<file path="config.mk">
export PLATFORM = sky130hd
export DESIGN_NAME = state_seq_ctrl
export DESIGN_NICKNAME = d
export VERILOG_FILES = /design/src/rtl/state_seq_pkg.sv /design/src/rtl/seq_ref_model.sv /design/src/rtl/state_seq_ctrl.sv
export SDC_FILE = /design/constraint.sdc
export NUM_CORES = 1
export LEC_CHECK = 0
export BUFFER_PORTS_ARGS = -buffer_cell sky130_fd_sc_hd__buf_2
export CAP_MARGIN = 40
export CORE_UTILIZATION = 28
export DETAILED_ROUTE_END_ITERATION = 8
export PLACE_DENSITY = 0.55
export REMOVE_ABC_BUFFERS = 1
export SETUP_SLACK_MARGIN = 0.2
export SLEW_MARGIN = 20
export SYNTH_ARGS = -nofsm -noshare
export SYNTH_HDL_FRONTEND = slang
export SYNTH_SLANG_ARGS = --single-unit
</file>
<file path="constraint.sdc">
create_clock -name clk -period 3.3 [get_ports clk]
set_clock_uncertainty 0.05 [all_clocks]
set_input_delay 0.66 -clock clk [delete_from_list [all_inputs] [get_ports clk]]
set_output_delay 0.66 -clock clk [all_outputs]
set_load 0.05 [all_outputs]
</file>
<file path="src/rtl/state_seq_pkg.sv">
// Shared state encodings and C/Y circuit equations for the state sequencer.
// The equations are consumed by seq_ref_model when SEQ_MODEL_CHECK_EN is defined.
package state_seq_pkg;

    localparam logic [1:0] ST_IDLE = 2'd0;
    localparam logic [1:0] ST_CLR  = 2'd1;
    localparam logic [1:0] ST_RUN  = 2'd2;
    localparam logic [1:0] ST_DONE = 2'd3;

    typedef enum logic [1:0] {
        IDLE = ST_IDLE,
        CLR  = ST_CLR,
        RUN  = ST_RUN,
        DONE = ST_DONE
    } state_t;

    // Next {Q1,Q0} of the C/Y circuit for input c
    function automatic logic [1:0] f_next_q(input logic [1:0] q, input logic c);
        logic q1_n;
        logic q0_n;
        q1_n = (q[0] & ~c) | (q[1] & c);
        q0_n = (~q[1] & c) | (q[0] & ~c);
        return {q1_n, q0_n};
    endfunction

    function automatic logic f_y(input logic [1:0] q, input logic c);
        return (q[1] & c) | (q[1] & q[0] & ~c);
    endfunction

endpackage

</file>
<file path="src/rtl/seq_ref_model.sv">
// Golden Q1/Q0 register pair of the C/Y circuit, cleared in CLR and stepped in RUN.
// Instantiated by state_seq_ctrl only when SEQ_MODEL_CHECK_EN is defined.
module seq_ref_model
    import state_seq_pkg::*;
(
    input  logic clk,
    input  logic rst_n,
    input  logic clr,
    input  logic step,
    input  logic c,
    output logic ym
);

    logic [1:0] q_q;
    logic [1:0] q_d;

    always_comb begin
        q_d = q_q;
        if (clr) begin
            q_d = 2'b00;
        end else if (step) begin
            q_d = f_next_q(q_q, c);
        end
    end

    always_ff @(posedge clk or negedge rst_n) begin
        if (!rst_n) begin
            q_q <= 2'b00;
        end else begin
            q_q <= q_d;
        end
    end

    assign ym = f_y(q_q, c);

endmodule

</file>
<file path="src/rtl/state_seq_ctrl.sv">
// Sequencer that clears the C/Y state circuit, plays a C pattern LSB first and records Y.
// Optional SEQ_MODEL_CHECK_EN adds a golden model that flags any Y disagreement.
module state_seq_ctrl
    import state_seq_pkg::*;
#(
    parameter int PAT_W = 16,
    parameter int CNT_W = $clog2(PAT_W + 1)
) (
    input  logic             clk,
    input  logic             rst_n,
    input  logic             start,
    input  logic [PAT_W-1:0] pat,
    input  logic [CNT_W-1:0] len,
    output logic             busy,
    output logic             done,
    output logic             c_out,
    output logic             circ_rst_n,
    input  logic             y_in,
    output logic [PAT_W-1:0] y_cap,
    output logic [CNT_W-1:0] y_cnt,
    output logic             mismatch
);

    state_t           state_q, state_d;
    logic [PAT_W-1:0] pat_q, pat_d;
    logic [CNT_W-1:0] len_q, len_d;
    logic [CNT_W-1:0] idx_q, idx_d;
    logic [PAT_W-1:0] y_cap_q, y_cap_d;
    logic [CNT_W-1:0] y_cnt_q, y_cnt_d;
    logic             busy_q, busy_d;
    logic             done_q, done_d;
    logic             c_out_q, c_out_d;

    // pat_q shifts right each RUN step so the current C bit is always pat_q[0]
    always_comb begin
        state_d = state_q;
        pat_d   = pat_q;
        len_d   = len_q;
        idx_d   = idx_q;
        y_cap_d = y_cap_q;
        y_cnt_d = y_cnt_q;
        case (state_q)
            IDLE: begin
                if (start) begin
                    y_cap_d = '0;
                    y_cnt_d = '0;
                    if (len != '0) begin
                        pat_d   = pat;
                        len_d   = (len > CNT_W'(PAT_W)) ? CNT_W'(PAT_W) : len;
                        state_d = CLR;
                    end else begin
                        state_d = DONE;
                    end
                end
            end
            CLR: begin
                idx_d   = '0;
                state_d = RUN;
            end
            RUN: begin
                y_cap_d = y_cap_q | (PAT_W'(y_in) << idx_q);
                y_cnt_d = y_cnt_q + CNT_W'(y_in);
                pat_d   = pat_q >> 1;
                if (idx_q == len_q - CNT_W'(1)) begin
                    state_d = DONE;
                end else begin
                    idx_d = idx_q + CNT_W'(1);
                end
            end
            DONE: begin
                state_d = IDLE;
            end
            default: begin
                state_d = IDLE;
            end
        endcase

        busy_d  = (state_d == CLR) || (state_d == RUN);
        done_d  = (state_d == DONE);
        c_out_d = (state_d == RUN) ? pat_d[0] : 1'b0;
    end

    always_ff @(posedge clk or negedge rst_n) begin
        if (!rst_n) begin
            state_q <= IDLE;
            pat_q   <= '0;
            len_q   <= '0;
            idx_q   <= '0;
            y_cap_q <= '0;
            y_cnt_q <= '0;
            busy_q  <= 1'b0;
            done_q  <= 1'b0;
            c_out_q <= 1'b0;
        end else begin
            state_q <= state_d;
            pat_q   <= pat_d;
            len_q   <= len_d;
            idx_q   <= idx_d;
            y_cap_q <= y_cap_d;
            y_cnt_q <= y_cnt_d;
            busy_q  <= busy_d;
            done_q  <= done_d;
            c_out_q <= c_out_d;
        end
    end

`ifdef SEQ_MODEL_CHECK_EN
    logic ym;
    logic mismatch_q, mismatch_d;

    seq_ref_model u_ref_model (
        .clk   (clk),
        .rst_n (rst_n),
        .clr   (state_q == CLR),
        .step  (state_q == RUN),
        .c     (c_out_q),
        .ym    (ym)
    );

    // Sticky until the next accepted start
    always_comb begin
        mismatch_d = mismatch_q;
        if ((state_q == IDLE) && start) begin
            mismatch_d = 1'b0;
        end else if ((state_q == RUN) && (y_in != ym)) begin
            mismatch_d = 1'b1;
        end
    end

    always_ff @(posedge clk or negedge rst_n) begin
        if (!rst_n) begin
            mismatch_q <= 1'b0;
        end else begin
            mismatch_q <= mismatch_d;
        end
    end

    assign mismatch = mismatch_q;
`else
    assign mismatch = 1'b0;
`endif

    assign busy       = busy_q;
    assign done       = done_q;
    assign c_out      = c_out_q;
    assign circ_rst_n = rst_n & ~(state_q == CLR);
    assign y_cap      = y_cap_q;
    assign y_cnt      = y_cnt_q;

endmodule

</file>
=== Word-level counts from Yosys, hierarchy flattened ===
Cells that the tools add are included.

* Memories: 0
* Input port bits: 25
* Output and inout bits: 26
* Latch bits: 0
* ROM bits: 0
* Flip-flop bits (word level): 52
* Word-level logic and storage cells: 52
* Bits in writable memories: 0

* Bitwise gates (word level): 3
* Multipliers: 0
* Equal/unequal tests: 10
* Reduce and logical (&&, ||, !) cells: 9
* $add $sub $neg: 3
* Mux-type cells: 15
* Shift-type cells: 1
* $lt $le $gt $ge: 1
* Divide/modulo/power cells: 0

{| class="wikitable"
|+ Operators by type and width
! cell !! count
|-
| $pmux 16 s2 || 2
|-
| $mux 16 || 3
|-
| $pmux 5 s2 || 2
|-
| $or 16x16->16 || 1
|-
| $shl 1x5->16 || 1
|-
| $mux 5 || 3
|-
| $eq 2x2->1 const B || 4
|-
| $pmux 2 s4 || 1
|-
| $mux 2 || 3
|-
| $ne 2x2->1 const B || 3
|-
| $reduce_and 3->1 || 2
|-
| $add 5x1->5 || 1
|-
| $add 5x1->5 const B || 1
|-
| $eq 5x5->1 || 1
|-
| $gt 5x5->1 const B || 1
|-
| $reduce_bool 5->1 || 1
|-
| $sub 5x1->5 const B || 1
|-
| $eq 2x1->1 const B || 2
|-
| $reduce_and 2->1 || 2
|-
| $reduce_bool 2->1 || 2
|-
| $logic_not 2->1 || 1
|-
| $and 1x1->1 || 1
|-
| $logic_or 1x1->1 || 1
|-
| $mux 1 || 1
|-
| $not 1->1 || 1
|}

=== Logic depth before layout (Yosys ltp) ===
* Depth after elaboration: 6
* Gate-level depth with buffers: 10
* Mapped depth without buffers: 9

=== Least setup slack after synthesis ===
OpenSTA, ideal clock, no wires.

* Path kind: reg-to-reg
* Start: register len_q[0]
* End: register c_out_q (netlist: c_out)
* Slack: 750 ps
* Path buffers: 1
* Stages on the path, launching flop included: 11
* Clock period less this slack: 2,550 ps
* Setup time: 119 ps
* Arrival time: 2,381 ps
* Required time: 3,131 ps
* Cells stage by stage: dfrtp_1 -> inv_1 -> ha_1 -> nor2b_1 -> or3_1 -> a311o_1 -> buf_6 -> and3_4 -> or3_1 -> ha_1 -> and2_1

* Longest elaborated chain between the ends: 6

{| class="wikitable"
|+ RTL lines
! element !! RTL line !! RTL
|-
| start: declaration || state_seq_ctrl.sv:26 || <nowiki>logic [CNT_W-1:0] len_q, len_d;</nowiki>
|-
| start signal: assignment || state_seq_ctrl.sv:97 || <nowiki>len_q <= len_d;</nowiki>
|-
| $sub 5x1->5 || state_seq_ctrl.sv:64 || <nowiki>if (idx_q == len_q - CNT_W'(1)) begin</nowiki>
|-
| $eq 5x5->1 || state_seq_ctrl.sv:64 ||
|-
| $mux 2 || state_seq_ctrl.sv:64 ||
|-
| $pmux 2 s4 || state_seq_ctrl.sv:42 || <nowiki>case (state_q)</nowiki>
|-
| $eq 2x2->1 || state_seq_ctrl.sv:80 || <nowiki>c_out_d = (state_d == RUN) ? pat_d[0] : 1'b0;</nowiki>
|-
| $mux 1 || state_seq_ctrl.sv:80 ||
|-
| named net c_out_d || state_seq_ctrl.sv:32 || <nowiki>logic c_out_q, c_out_d;</nowiki>
|-
| end signal: assignment || state_seq_ctrl.sv:103 || <nowiki>c_out_q <= c_out_d;</nowiki>
|-
| end: declaration || state_seq_ctrl.sv:32 ||
|}

The timed path passes the listed nets, and every way through them passes these cells.
A chain may end at the register's enable or synchronous reset.

=== Final worst setup path ===
Ends and elaborated chain as after synthesis.

==> results.md <==
* Status: finished, violations left
* Failing checks: DRC
* Period utilization at 82.68%
* Startpoint types: flip-flop
* Iter 0 DRT Violations at 92
* Initial antenna violation count at 0
* Die Footprint at 9534 sq um
* WP buf/inv at 1
* DR vias at 2116
* Crit-path leading delay family: simple AND/OR/NAND/NOR gates
* Setup TNS at 0 ps
* CTS tree: done
* Reg area at ~1300 sq um
* Synthesized area at 2561 sq um
* Yosys reg bits at 52
* Via count of the first global-routing pass at 2084
* Initial core utilization at 29.08%
* CTS resizes at 0
* Nets at 352
* Reg2Reg Setup Slack at 570 ps
* Total Wirelength at a little under 6000 microns
* Overall Power at 0.002997 W
* DRC errors left at 6
* Total gr overflow at 0
* CTS buffer count at 5
* Post-layout util at 34.75%
* Top FF cell, synth: dfrtp_1
* Worst Hold Path EP: y_cap[11]
* Post-DRT Antenna Nets at 0
* Final hold vios at 0
* Largest net degree at the start of global routing at 53
* Post-Synthesis Cells at 269
* Crit path capture type: flip-flop
* Final setup violation count at 0
* Diode count at 0
* Library cells used by synthesis at ~40
* Clock slew at reported path FFs at 100 ps
* Syn avg cell area at 9.521 sq um
* Max Transition Viols Final at 0
* Crit-path cells: inv_1 > ha_1 > nor2b_1 > or3_1 > a311o_1 > and3_4 > or3_1 > ha_1 > and2_1
* R2R depth at 9
* Setup CP Type: flip-flop to flip-flop
* Hold path depth at 2
* Post-CTS setup buffer count at 0
* Fmax at roughly 0.37 GHz
* Die Wd at 97.64 microns
* Crit path largest cell delay at 480 ps
* Area delta synth->final at 19.49%
* Max Root-Sink Buffers at 2
* Worst vdd ir at 0.0003550 V
* Clock root buffer: clkbuf_8
* Leak at roughly 1.5 nW
* Share of layout cells above drive strength 1 at 21.70%
* Asr flop ratio synth at 100.0%
* Worst EP arrival at 2870 ps
* Multi-input gate area at 1145 sq um
* Worst r2r src: len_q[0]
* Worst Path Max Fanout at 8
* Hold_buf cts at 0
* Worst Path Required at 3440 ps
* Hold Path Class: flip-flop to flip-flop
* Row count at 34
* Die Ht at 97.64 microns
* GRT Resource Usage Total at 13.16%
* First-pass GRT wire length at 10200 microns
* Actual slew at the worst max-slew pin at between 600 and 700 ps
* Number of synthesized flops with an enable pin at 0
* Fin crit period at roughly 2700 ps
* Placer Congestion at 0.7858
* Detailed placer's ending HPWL at 4153 microns
* DR pass1 iterations at 6
* Worst Hold Launch: y_cap[11]
* Htree depth at 2
* Clk Latency, worst-skew pair at roughly 300 ps
* Wire per inst at 13.96 microns
* Number of max-cap violations at 0
* Crit-path slowest cell: a311o_1
* PwrDens at 979.4 nW/um^2
* Vias per cell at 4.967
* Sequential area share after synthesis at about 50%
* Unrepaired setup endpoints after global routing: no
* Port Buffers at 49
* Clock net sink count at 52
* Io pins at 51
* Core Region at between 8000 and 9000 sq um
* Rel. slew slack at between 50% and 60%
* Fill cells at 897
* Synthesis Warnings at 0
* Reg-to-reg endpoint: c_out
-- logic make-up after synthesis --
logic type / share of synthesized area (%)
AO/OA/AOI/OAI: 17.34
XOR/XNOR: 3.077
adder cells (fa/ha/maj): 4.397
buffers and inverters: 4.494
flip-flops: 50.81
multiplexers: 1.661
other: 0.1464
AND/OR/NAND/NOR: 18.08
-- metrics by stage --
| step | cell area (sq um) | hold slack [ps] | cells | setup WS (ps) |
|---|---|---|---|---|
| 2_1_floorplan | 2491 | 314.4 | 254 | 742.2 |
| 3_3_place_gp | 2909 | 420.6 | 416 | 652.5 |
| 3_5_place_dp | 2932 | 428.7 | 419 | 576.9 |
| 4_1_cts | 3060 | 451.3 | 426 | 547.6 |
| 5_1_grt | 3060 | 474.1 | 426 | 396.5 |
| 6_report | 3060 | 443.6 | 426 | 571.5 |
-- worst max path at each step --
stage             start  cells after the start  slack (ps)     to
6_report       len_q[0]                      9         570  c_out
5_1_grt        len_q[0]                      9         400  c_out
4_1_cts        len_q[0]                      9         550  c_out
3_5_place_dp   len_q[0]                      9         580  c_out
3_3_place_gp   len_q[0]                      9         650  c_out
2_1_floorplan  len_q[0]                      9         740  c_out
-- cells in the mapped netlist (all sizes together), types with 2 or more instances --
cell	n	area (sq um)
o211ai	5	37.54
a221o	10	100.1
xnor2	4	35.03
nand4	3	18.77
nand2b	2	12.51
o22ai	2	12.51
nor3	6	30.03
a31oi	6	37.54
nand2	41	153.9
mux2i	2	20.02
xor2	5	43.79
a21oi	26	130.1
inv	12	45.04
nand3b	2	15.01
nor2	27	101.4
clkbuf	11	41.29
dfrtp	52	1301
ha	9	112.6
o21ai	7	35.03
mux2	2	22.52
buf	4	28.78
or3	2	12.51
a22oi	5	37.54
nor2b	6	37.54
nand3	5	25.02
-- per-layer routing --
metal	vias up	share of wire [%]	GRT usage, %	wire [microns]
li1	1034	-	-	-
met1	1024	48	18.02	2884
met2	54	46	21.17	2740
met3	4	4.8	2.662	286
met4	0	0.64	3.380	38
met5	-	0	0	0
-- power breakdown --
group	switching (W)	internal, W	total [W]	leakage (nW)
Clock	0.000208	0.000299	0.000507	0.0642
Combinational	0.000913	0.000501	0.00141	0.760
Sequential	0.000206	0.000870	0.00108	0.682
Total	0.00133	0.00167	0.00300	1.51
-- area by class of cell --
| cell class | instances | area share (%) |
|---|---|---|
| sequential | 52 | 42.52 |
| multi-input combinational | 190 | 37.41 |
| timing repair buffer | 57 | 9.975 |
| tap | 108 | 4.415 |
| clock buffer | 5 | 2.249 |
| clock inverter | 2 | 1.962 |
| inverter | 12 | 1.472 |
-- tightest hold or removal path, stage by stage (launching register included) --
cell and delay [ps]:
dfrtp_1 350, a21oi_1 40, nor2_1 70
-- registers in the layout, summed over array words and instances (netlist names) --
name,flops
done,1
busy,1
pat_q,16
len_q,5
y_cap,16
idx_q,5
y_cnt,5
state_q,2
c_out,1
-- layout by cell type, fill, tap and decap left out, types with 3 or more instances in the layout --
cell type	netlist	final
nand3_1	5	5
xor2_1	5	5
nand4_1	3	3
buf_4	1	8
nor2b_1	6	6
clkbuf_8	0	5
o21ai_0	7	7
nor3_1	6	6
a22oi_1	5	5
nand2_1	41	41
buf_2	2	49
xnor2_1	4	4
dfrtp_1	52	52
a31oi_1	6	6
a21oi_1	26	26
inv_1	12	12
nor2_1	27	27
ha_1	9	9
o211ai_1	5	5
a221o_1	10	10
(Power assumes the default switching activity.)
